### config.mk
export PLATFORM = sky130hd
export DESIGN_NAME = gpr_file
export DESIGN_NICKNAME = d
export VERILOG_FILES = /design/src/rtl/gpr_file.sv
export SDC_FILE = /design/constraint.sdc
export NUM_CORES = 1
export LEC_CHECK = 0
export CORE_MARGIN = 4
export CORE_UTILIZATION = 35
export CTS_BUF_LIST = sky130_fd_sc_hd__clkbuf_4
export DETAILED_ROUTE_END_ITERATION = 8
export DONT_BUFFER_PORTS = 1
export PLACE_DENSITY = 0.48
export SYNTH_ARGS = -nofsm -noshare
export SYNTH_HDL_FRONTEND = slang
export SYNTH_SLANG_ARGS = --single-unit
export TNS_END_PERCENT = 1
### constraint.sdc
create_clock -name CLK -period 5.8 [get_ports CLK]
set_clock_uncertainty 0.1 [all_clocks]
set_input_delay 0.58 -clock CLK [delete_from_list [all_inputs] [get_ports CLK]]
set_output_delay 0.58 -clock CLK [all_outputs]
set_load 0.01 [all_outputs]
### src/rtl/gpr_file.sv
// General-purpose register file: DEPTH x WIDTH registers, one load/inc/dec/clear
// write port with zero/carry status, and two registered read ports with write bypass.
module gpr_file #(
  parameter  int WIDTH  = 32,
  parameter  int DEPTH  = 8,
  localparam int ADDR_W = $clog2(DEPTH)
) (
  input  logic              CLK,
  input  logic              CLR,
  input  logic              CE,
  input  logic [1:0]        OP,
  input  logic [ADDR_W-1:0] WADDR,
  input  logic [WIDTH-1:0]  D,
  input  logic [ADDR_W-1:0] RAADDR,
  input  logic [ADDR_W-1:0] RBADDR,
  output logic [WIDTH-1:0]  QA,
  output logic [WIDTH-1:0]  QB,
  output logic              Z,
  output logic              C
);

  typedef enum logic [1:0] {
    OP_LOAD  = 2'b00,
    OP_INC   = 2'b01,
    OP_DEC   = 2'b10,
    OP_CLEAR = 2'b11
  } op_e;

  logic [WIDTH-1:0] regs_q [DEPTH];
  logic [WIDTH-1:0] qa_q, qb_q;
  logic             z_q, c_q;

  logic [WIDTH-1:0] cur;
  logic [WIDTH-1:0] res_d;
  logic             carry_d;
  logic             zero_d;
  logic [WIDTH-1:0] qa_d, qb_d;

  always_comb begin
    cur     = regs_q[WADDR];
    res_d   = '0;
    carry_d = 1'b0;
    unique case (op_e'(OP))
      OP_LOAD:  res_d = D;
      // Wrap detection uses the pre-op value: all-ones wraps up, zero wraps down.
      OP_INC: begin
        res_d   = cur + 1'b1;
        carry_d = &cur;
      end
      OP_DEC: begin
        res_d   = cur - 1'b1;
        carry_d = ~|cur;
      end
      OP_CLEAR: res_d = '0;
      default:  res_d = '0;
    endcase
    zero_d = (res_d == '0);

    // Same-edge bypass so a reader sees the value being written this cycle.
    qa_d = (CE && (RAADDR == WADDR)) ? res_d : regs_q[RAADDR];
    qb_d = (CE && (RBADDR == WADDR)) ? res_d : regs_q[RBADDR];
  end

  always_ff @(posedge CLK or negedge CLR) begin
    if (!CLR) begin
      for (int i = 0; i < DEPTH; i++) regs_q[i] <= '0;
      qa_q <= '0;
      qb_q <= '0;
      z_q  <= 1'b0;
      c_q  <= 1'b0;
    end else begin
      if (CE) begin
        regs_q[WADDR] <= res_d;
        z_q           <= zero_d;
        c_q           <= carry_d;
      end
      qa_q <= qa_d;
      qb_q <= qb_d;
    end
  end

  assign QA = qa_q;
  assign QB = qb_q;
  assign Z  = z_q;
  assign C  = c_q;

endmodule

==> results.yml, run 1 <==
timing:
  fin_crit_ps: 5430
  hold_viol: 322
  finalMaxSlewViolations: 53
  worst_hold_slack_ps: -612
  fin_tns_setup_ps: 0
  grt_setup_unrepaired: "false"
  slew_headroom_pct: -3.79
  tightest_slew_ps: 1560
  worst_slack_ps: 370
  clock.fmax_mhz: 184
  setup_violations: 0
  fin_crit_sh_pct: 93.6
cts:
  clock_path_buffers: 3
  hold_buffers: 43
  postCtsSetupRepairBufs: 0
  cts_buffers: 94
  htreeDepth: 3
  clock_sinks: 322
  root_buffer: "clkbuf_4"
  clock_latency_ps: 870
  cts_tree: "done"
  clkTransAtPathRegs_ps: 70
detailed_routing:
  vias_per_cell: 5.75
  drt_iter0_drc: 1158
  antenna_left: 0
  wl_per_cell_um: 25.0
  drt-total-wl_mm: 65.8
  vias: 15161
  drc: 0
  dr.pass1.iters: 5
power:
  cellPowerDensity_nw_per_um2: 385
  seqPwrFrac_pct: 42.0
  power_frac_comb_pct: 33.9
  leakage_nw: 9.16
  sw_frac_of_total_pct: 36.4
  internal-power_mw: 5.34
  ir_worst_vdd_v: 0.000131
  pwr-share-clk_pct: 24.1
  switching_power_mw: 3.06
yosys:
  synth_seq_cells: 322
  ys_seq_area_share_pct: 41.3
  synthFlopType: "dfrtp_1"
  synth_edf_count: 0
  ys_types: 73
  synth_xor_area_share_pct: 1.30
  yosys.area.top_type: "dfrtp_1"
  synth_top_area_share_pct: 41.3
  syn_inst: 1784
  synth_nets: 1864
  synth.area.top_cells: "dfrtp_1, mux4_2, o21ai_0, nand2_1, mux2_2"
  ys_warn_count: 0
  synth_compound_area_share_pct: 13.5
  syn_area_per_cell_um2: 10.9
  syn-cell-area_um2: 19500
  async_flop_share_pct: 100
  synth_top_family_by_area: "multiplexers"
  synthMuxAreaShare_pct: 27.6
  synth-simple-area-share_pct: 10.1
  synth_fa_ha_area_share_pct: 2.22
flow_run:
  maxCapViolCount: 0
layout:
  final_net_count: 1899
  seqCellArea_um2: 8060
  area_growth_pct: 11.7
  drive_gt1_share_pct: 25.5
  fill_cells: 5446
  instances_no_fill: 2636
  multiInputGateArea_um2: 10700
worst_setup_path:
  path_max_fanout: 8
  critPathMaxStageDelay_ps: 590
  path_class: "flop to flop"
  path_cells: "mux4_2 -> mux2i_1 -> inv_1 -> ha_1 -> nand4_1 -> a2111oi_2 -> nand3_2 -> a311oi_1 -> a31oi_2 -> xnor2_1 -> a22oi_1 -> nand3_1 -> nor4b_1 -> nand4_1 -> o41ai_2 -> dlygate4sd3_1"
  arrival_ps: 6130
  critical_path.most_common_cell: "nand4_1"
  cp-start-kind: "flop"
  endpoint_kind: "flop"
  required_ps: 6500
  crit_slowest_cell: "dlygate4sd3_1"
grt:
  first_global_vias: 15276
  grt_max_degree: 323
  grt_use_total_pct: 22.1
  grt_first_pass_wirelength_mm: 98.8
  gr-total-overflow: 0
  antenna_found_initial: 6
floorplan:
  rows: 86
  io_pins: 112
  die_w_um: 244
  die_y_um: 244
  initial_core_util_pct: 35.4
  core_um2: 55100
  die_area_um2: 59600
placement:
  gp_congestion: 0.878
  port_buffers: 0
  place_inst: 2428
  hpwlAfterDp_mm: 38.9
  pre_cts_slack_ps: 609
outcome:
  violations: "negative hold slack, max-slew violations"
  outcome: "complete, but fails checks"
min_path:
  hold_path_class: "primary input to asynchronous set/reset pin"
cell usage in the layout (no fill, tap or decap), drive strengths merged, types with 10 or more instances in the layout:
cell type and instances:
dfrtp 322, nand2 228, o21ai 208, mux4 190
a21oi 156, nor2 150, clkbuf 126, mux2 73
buf 52, dlygate4sd3 41, inv 40, ha 33
clkinv 30, mux2i 29, nand4 23, a22oi 20
xnor2 19, a21o 12, nor4 12, xor2 10
nand3 10
synthesized netlist by cell type, drive strengths merged (12+ instances only):
cell and instances:
mux4 190, dfrtp 322, mux2 73, nor4 12, xnor2 19, buf 32, inv 36, a21o 12
nand4 23, mux2i 29, a21oi 156, nand2 228, clkbuf 122, nor2 150, o21ai 208, a22oi 20
ha 33
power groups by stage:
stage	clock [mW]	combinational, mW	sequential, mW
3_5_place_dp	0	2.75	3.55
2_1_floorplan	0	2.19	3.36
5_1_grt	2.24	3.11	3.62
6_report	2.03	2.84	3.53
4_1_cts	2.12	2.83	3.52
3_3_place_gp	0	2.73	3.53
flip-flops by register name, indices dropped and copies added (netlist names):
register	cells
C	1
QA	32
QB	32
Z	1
regs_q	256
layout make-up:
cell class / instances / share of cell area (%)
multi-input combinational: 1272 / 49.2
antenna: 5 / 0.0574
clock inverter: 34 / 0.603
tap: 748 / 4.30
inverter: 36 / 0.620
timing repair buffer: 93 / 3.86
sequential: 322 / 37.0
clock buffer: 126 / 4.34
cell families after synthesis:
logic type / count (synthesis)
adders and majority gates: 34
xor gates and xnor gates: 29
muxes: 292
buffers and inverters: 190
DFF: 322
and+or+nand+nor: 465
AOI/OAI and AO/OA: 452
what timing repair did:
action                                  in CTS  in global routing
gates resized for setup                      0                  2
endpoints found under the hold margin      560                322
endpoints found under the setup margin       0                  1
stage by stage:
step / instance area (µm²) / total power, mW / util [%] / hold WS, ps
after floorplan: 19500 / 5.55 / - / 184
after global placement: 20200 / 6.26 / 36.7 / 216
after detailed placement: 20200 / 6.31 / 36.7 / 215
after CTS: 21800 / 8.48 / 39.5 / -754
after global routing: 21800 / 8.98 / 39.5 / -692
final: 21800 / 8.40 / 39.5 / -612
final timing paths:
check                      slack [ps]                      end  depth (start not counted)               startpoint
min in group CLK                   90          QB[6]$_DFF_PN0_                          3                RBADDR[2]
max in group asynchronous        5010  regs_q[196]$_DFFE_PN0P_                          0                      CLR
hold / removal                   -610          QB[3]$_DFF_PN0_                          0                      CLR
hold reg to reg                   420   regs_q[25]$_DFFE_PN0P_                          2   regs_q[25]$_DFFE_PN0P_
setup reg to reg                  370            Z$_DFFE_PN0P_                         16  regs_q[229]$_DFFE_PN0P_
setup / recovery                  370            Z$_DFFE_PN0P_                         16  regs_q[229]$_DFFE_PN0P_
worst max-delay path, delay by kind of cell (launching register included):
kind	cells	cell delay, ps
DFF	1	410
muxes	2	850
xor gates and xnor gates	1	170
adders and majority gates	1	430
buffers and inverters	2	680
AOI/OAI and AO/OA	5	1730
and+or+nand+nor	5	1000
layer usage:
metal / up-vias / global-route usage [%] / part of all wire [%] / wire, µm
met3: 82 / 5.27 / 7.9 / 5220
met2: 538 / 33.6 / 45 / 29800
met4: 4 / 6.51 / 1.9 / 1230
met1: 7798 / 31.8 / 45 / 29500
li1: 6739 / - / - / -
met5: - / 0 / 0.041 / 27
(Power assumes the default switching activity.)
==> run 2: changes to the inputs <==
- CELL_PAD_IN_SITES_DETAIL_PLACEMENT: default -> 1
- CELL_PAD_IN_SITES_GLOBAL_PLACEMENT: default -> 1
- PLACE_DENSITY: 0.48 -> 0.57
==> run 2 against run 1 <==
Compared with the run above:
- the flow finishes with violations (negative hold slack)
- highest routed layer unchanged
- register-to-register slack gained 400 ps
- largest cell class unchanged
- largest power group unchanged
- first-iteration DRC count shrank 18%
- critical path depth shrank 1
- final area shrank 0.42%
- sequential cell count is the same
==> results.yml, run 2 (synthesized netlist as in run 1, its figures left out) <==
cts:
  clock_latency_ps: 850
  clock_sinks: 322
  hold_buffers: 29
  ctsResizeCount: 0
  htreeDepth: 3
  cts_buffers: 93
  cts_tree: "done"
  clock_path_buffers: 3
  clkTransAtPathRegs_ps: 70
  postCtsSetupRepairBufs: 0
  root_buffer: "clkbuf_4"
worst_setup_path:
  required_ps: 6450
  cp-start-kind: "flop"
  crit_slowest_cell: "a311oi_1"
  critPathMaxStageDelay_ps: 540
  path_cells: "mux4_2 -> mux2i_1 -> inv_1 -> ha_1 -> nand4_1 -> a2111oi_2 -> nand3_2 -> a311oi_1 -> a31oi_2 -> xnor2_1 -> a22oi_1 -> nand3_1 -> nor4b_1 -> nand4_1 -> o41ai_2"
  arrival_ps: 5670
  worst-path-buf-inv: 1
  critical_path.most_common_cell: "nand4_1"
  path_class: "flop to flop"
  timing.rr.start: "regs_q[37]$_DFFE_PN0P_"
  path_max_fanout: 8
  endpoint_kind: "flop"
  crit_start: "regs_q[37]$_DFFE_PN0P_"
  crit_family: "compound AO/OA/AOI/OAI gates"
detailed_routing:
  wl_per_cell_um: 26.0
  antenna_left: 0
  dr.pass1.iters: 5
  drc: 0
  vias: 15167
  drt_iter0_drc: 951
  vias_per_cell: 5.78
  drt-total-wl_mm: 68.2
outcome:
  outcome: "complete, but fails checks"
  violations: "negative hold slack"
timing:
  setup_violations: 0
  tightest_slew_ps: 1110
  finalMaxSlewViolations: 0
  worst_hold_slack_ps: -607
  fin_crit_ps: 5030
  hold_viol: 322
  fin_crit_sh_pct: 86.7
  grt_setup_unrepaired: "false"
  fin_tns_setup_ps: 0
  slew_headroom_pct: 25.9
  clock.fmax_mhz: 199
power:
  leakage_nw: 9.11
  ir_worst_vdd_v: 0.000102
  cellPowerDensity_nw_per_um2: 394
grt:
  grt_use_total_pct: 22.9
  first_global_vias: 16116
  grt_max_degree: 323
  gr-total-overflow: 0
  antenna_found_initial: 6
  grt_first_pass_wirelength_mm: 103
layout:
  drive_gt1_share_pct: 25.7
  final_common_cell: "dfrtp_1"
  largest_reg_flops: 256
  area_growth_pct: 11.3
  final_net_count: 1885
  layout_common_cells: "dfrtp_1, nand2_1, mux4_2"
  top_register: "regs_q"
floorplan:
  die_w_um: 244
  die_y_um: 244
  core_um2: 55100
  initial_core_util_pct: 35.4
  die_area_um2: 59600
  rows: 86
  io_pins: 112
placement:
  port_buffers: 0
  hpwlAfterDp_mm: 40.7
  gp_congestion: 0.878
min_path:
  hold_path_class: "primary input to asynchronous set/reset pin"
flow_run:
  maxCapViolCount: 0
==> run 2: worst register-to-register path, stage by stage, from the launching register on <==
cell       delay, ps
dfrtp_1          420
mux4_2           480
mux2i_1          330
inv_1             80
ha_1             450
nand4_1          180
a2111oi_2        400
nand3_2          190
a311oi_1         540
a31oi_2          220
xnor2_1          180
a22oi_1          310
nand3_1          120
nor4b_1          420
nand4_1          210
o41ai_2          300
==> run 2: metal layers <==
metal | wire (µm) | GRT usage [%] | vias to the layer above
li1 | - | - | 6707
met4 | 1400 | 6.94 | 4
met1 | 30300 | 32.0 | 7894
met2 | 31600 | 35.8 | 463
met3 | 4870 | 5.24 | 99
met5 | 26 | 0 | -
==> run 2: metrics by stage <==
step	std cells	total power [mW]	setup slack [ps]	util, %	cell area (µm²)
5_1_grt	2621	9.12	303	39.4	21700
6_report	2623	8.55	771	39.4	21700
2_1_floorplan	1784	5.55	784	-	19500
4_1_cts	2620	8.63	724	39.4	21700
3_3_place_gp	2429	6.28	572	36.7	20200
3_5_place_dp	2429	6.38	525	36.7	20200
==> run 2: worst paths after layout <==
check / end / slack (ps) / cells past startpoint
setup / recovery: Z$_DFFE_PN0P_ / 770 / 15
hold / removal: QB[14]$_DFF_PN0_ / -610 / 0
setup reg to reg: Z$_DFFE_PN0P_ / 770 / 15
hold reg to reg: regs_q[86]$_DFFE_PN0P_ / 420 / 2
max in group asynchronous: QA[9]$_DFF_PN0_ / 5350 / 0
min in group CLK: QB[13]$_DFF_PN0_ / 60 / 3
==> run 2: final cells by class <==
cell class,count,area (µm²)
fill,6104,33400
multi-input combinational,1272,10700
sequential,322,8060
clock buffer,132,991
tap,748,936
timing repair buffer,80,708
clock inverter,30,143
inverter,36,135
antenna,3,7.51
==> run 2: power by group <==
| group | total, mW | switching [mW] | leakage, nW | internal (mW) |
|---|---|---|---|---|
| Clock | 2.14 | 1.06 | 0.668 | 1.08 |
| Combinational | 2.88 | 1.45 | 4.48 | 1.43 |
| Sequential | 3.53 | 0.637 | 3.96 | 2.89 |
==> run 3: changes to the inputs <==
- PLACE_DENSITY: 0.57 -> default
- PLACE_DENSITY_LB_ADDON: default -> 0.2
==> run 3 against run 2 <==
Compared with the run above:
- the run still ends with negative hold slack left
- sequential power hardly changed
- register-to-register slack worse by 390 ps
- final cell count is 0.30% lower
- critical path depth is 2 higher
- sequential share of layout area hardly changed
- die area stayed put
- maximum frequency is 7.2% lower
- via count is 0.47% higher
- clock power is 3% lower
- worst setup slack worse by 390 ps
- global-route usage is 0.71 points higher
- final area hardly changed
- highest routed layer unchanged
==> results.yml, run 3 (synthesized netlist as in run 1, its figures left out) <==
cts:
  cts_tree: "done"
  clock_sinks: 322
  clock_path_buffers: 3
  cts_buffers: 92
  hold_buffers: 36
  root_buffer: "clkbuf_4"
  clock_latency_ps: 870
  clkTransAtPathRegs_ps: 70
  htreeDepth: 3
grt:
  gr-usage-met3_pct: 6.17
  grt_use_total_pct: 23.6
  grtUsageMet2_pct: 36.4
  first_global_vias: 16326
  gr-total-overflow: 0
  grt_max_degree: 323
  grt_first_pass_wirelength_mm: 106
  busiest_layer: "met2"
  use_met1_pct: 33.0
  antenna_found_initial: 3
detailed_routing:
  vias: 15239
  drc: 0
  vias_per_cell: 5.83
  drt_iter0_drc: 1084
  antenna_left: 0
  wl_per_cell_um: 26.8
  dr.pass1.iters: 6
  drt-total-wl_mm: 70.1
worst_setup_path:
  r2r_cells: 17
  regToRegEndpoint: "Z$_DFFE_PN0P_"
  path_class: "flop to flop"
  endpoint_kind: "flop"
  cp-start-kind: "flop"
  critical_path.most_common_cell: "nand4_1"
  crit_slowest_cell: "dlygate4sd3_1"
  reg2reg_slack_ps: 380
  path_cells: "mux4_2 -> mux2i_1 -> inv_1 -> ha_1 -> nand4_1 -> a2111oi_2 -> nand3_2 -> a311oi_1 -> a31oi_2 -> xnor2_1 -> a22oi_1 -> buf_4 -> nand3_1 -> nor4b_1 -> nand4_1 -> o41ai_2 -> dlygate4sd3_1"
  required_ps: 6520
  timing.rr.start: "regs_q[230]$_DFFE_PN0P_"
  arrival_ps: 6140
  critPathMaxStageDelay_ps: 570
  path_max_fanout: 11
layout:
  final_util_pct: 39.4
  final_area_um2: 21700
  largest_reg_flops: 256
  instances_no_fill: 2615
  layout_common_cells: "dfrtp_1, nand2_1, mux4_2"
  final_net_count: 1890
  final_common_cell: "dfrtp_1"
  top_register: "regs_q"
  area_growth_pct: 11.2
  drive_gt1_share_pct: 25.9
floorplan:
  io_pins: 112
  rows: 86
  die_area_um2: 59600
  die_w_um: 244
  initial_core_util_pct: 35.4
  die_y_um: 244
  core_um2: 55100
placement:
  port_buffers: 0
  place_inst: 2428
  hpwlAfterDp_mm: 41.0
  gp_congestion: 0.899
  place_area_um2: 20200
timing:
  setup_violations: 0
  fin_crit_sh_pct: 93.4
  fin_tns_setup_ps: 0
  grt_setup_unrepaired: "false"
  fin_crit_ps: 5420
  tightest_slew_ps: 1030
  finalMaxSlewViolations: 0
  worst_hold_slack_ps: -694
  clock.fmax_mhz: 185
  hold_viol: 322
  slew_headroom_pct: 30.8
min_path:
  hold_path_class: "primary input to asynchronous set/reset pin"
flow_run:
  maxCapViolCount: 0
outcome:
  outcome: "complete, but fails checks"
  violations: "negative hold slack"
power:
  ir_worst_vdd_v: 0.000112
  leakage_nw: 9.12
  cellPowerDensity_nw_per_um2: 394
run 3: changes by cell type in the layout (fill, tap and decap cells not counted), sizes merged:
cell	previous run	this run
bufinv	1	0
clkbuf	132	131
inv	37	39
clkinv	27	14
buf	53	52
dlygate4sd3	27	34
diode	3	2
run 3: worst max-delay path by stage:
stage	start	cells past startpoint	end
after floorplan	WADDR[0]	18	QB[26]$_DFF_PN0_
after global placement	WADDR[0]	16	Z$_DFFE_PN0P_
after detailed placement	WADDR[0]	16	Z$_DFFE_PN0P_
after CTS	regs_q[230]$_DFFE_PN0P_	17	Z$_DFFE_PN0P_
after global routing	regs_q[6]$_DFFE_PN0P_	17	Z$_DFFE_PN0P_
final	regs_q[230]$_DFFE_PN0P_	17	Z$_DFFE_PN0P_
run 3: worst max-delay path, delay by kind of cell, from the launching register on:
kind                     cells  cell delay, ps
AO/OA/AOI/OAI                5            1510
XOR/XNOR                     1             170
adder cells (fa/ha/maj)      1             430
buffers and inverters        3             910
flip-flops                   1             410
multiplexers                 2             840
AND/OR/NAND/NOR              5            1000
run 3: metal layers:
layer	vias up	wire length, µm
li1	6690	-
met1	8030	32200
met2	406	31600
met3	111	4700
met4	2	1690
met5	-	9
run 3: area by class of cell:
class / instances / area, µm²
diodes: 2 / 5.00
fillers: 6101 / 33400
clock buffers: 131 / 983
repair buffers: 86 / 771
clock inverters: 18 / 82.6
well taps: 748 / 936
multi-input cells: 1272 / 10700
flip-flops and latches: 322 / 8060
inverters: 36 / 135
run 3: repair_timing:
action / 4_1_cts / 5_1_grt
resized for setup: 0 / 0
buffers inserted: 0 / 0
endpoints found under the hold margin: 478 / 322
run 3: report_power, final:
group | internal (mW) | switching [mW] | leakage, nW
logic | 1.44 | 1.49 | 4.51
registers | 2.89 | 0.647 | 3.96
clock network | 1.02 | 1.05 | 0.645
total | 5.36 | 3.18 | 9.12
run 3: metrics by stage:
step | power, mW | setup WS (ps)
detailed placement | 6.41 | 659
CTS | 8.61 | 424
finish | 8.54 | 380
global route | 9.12 | 51.0
floorplan | 5.55 | 784
global placement | 6.29 | 679
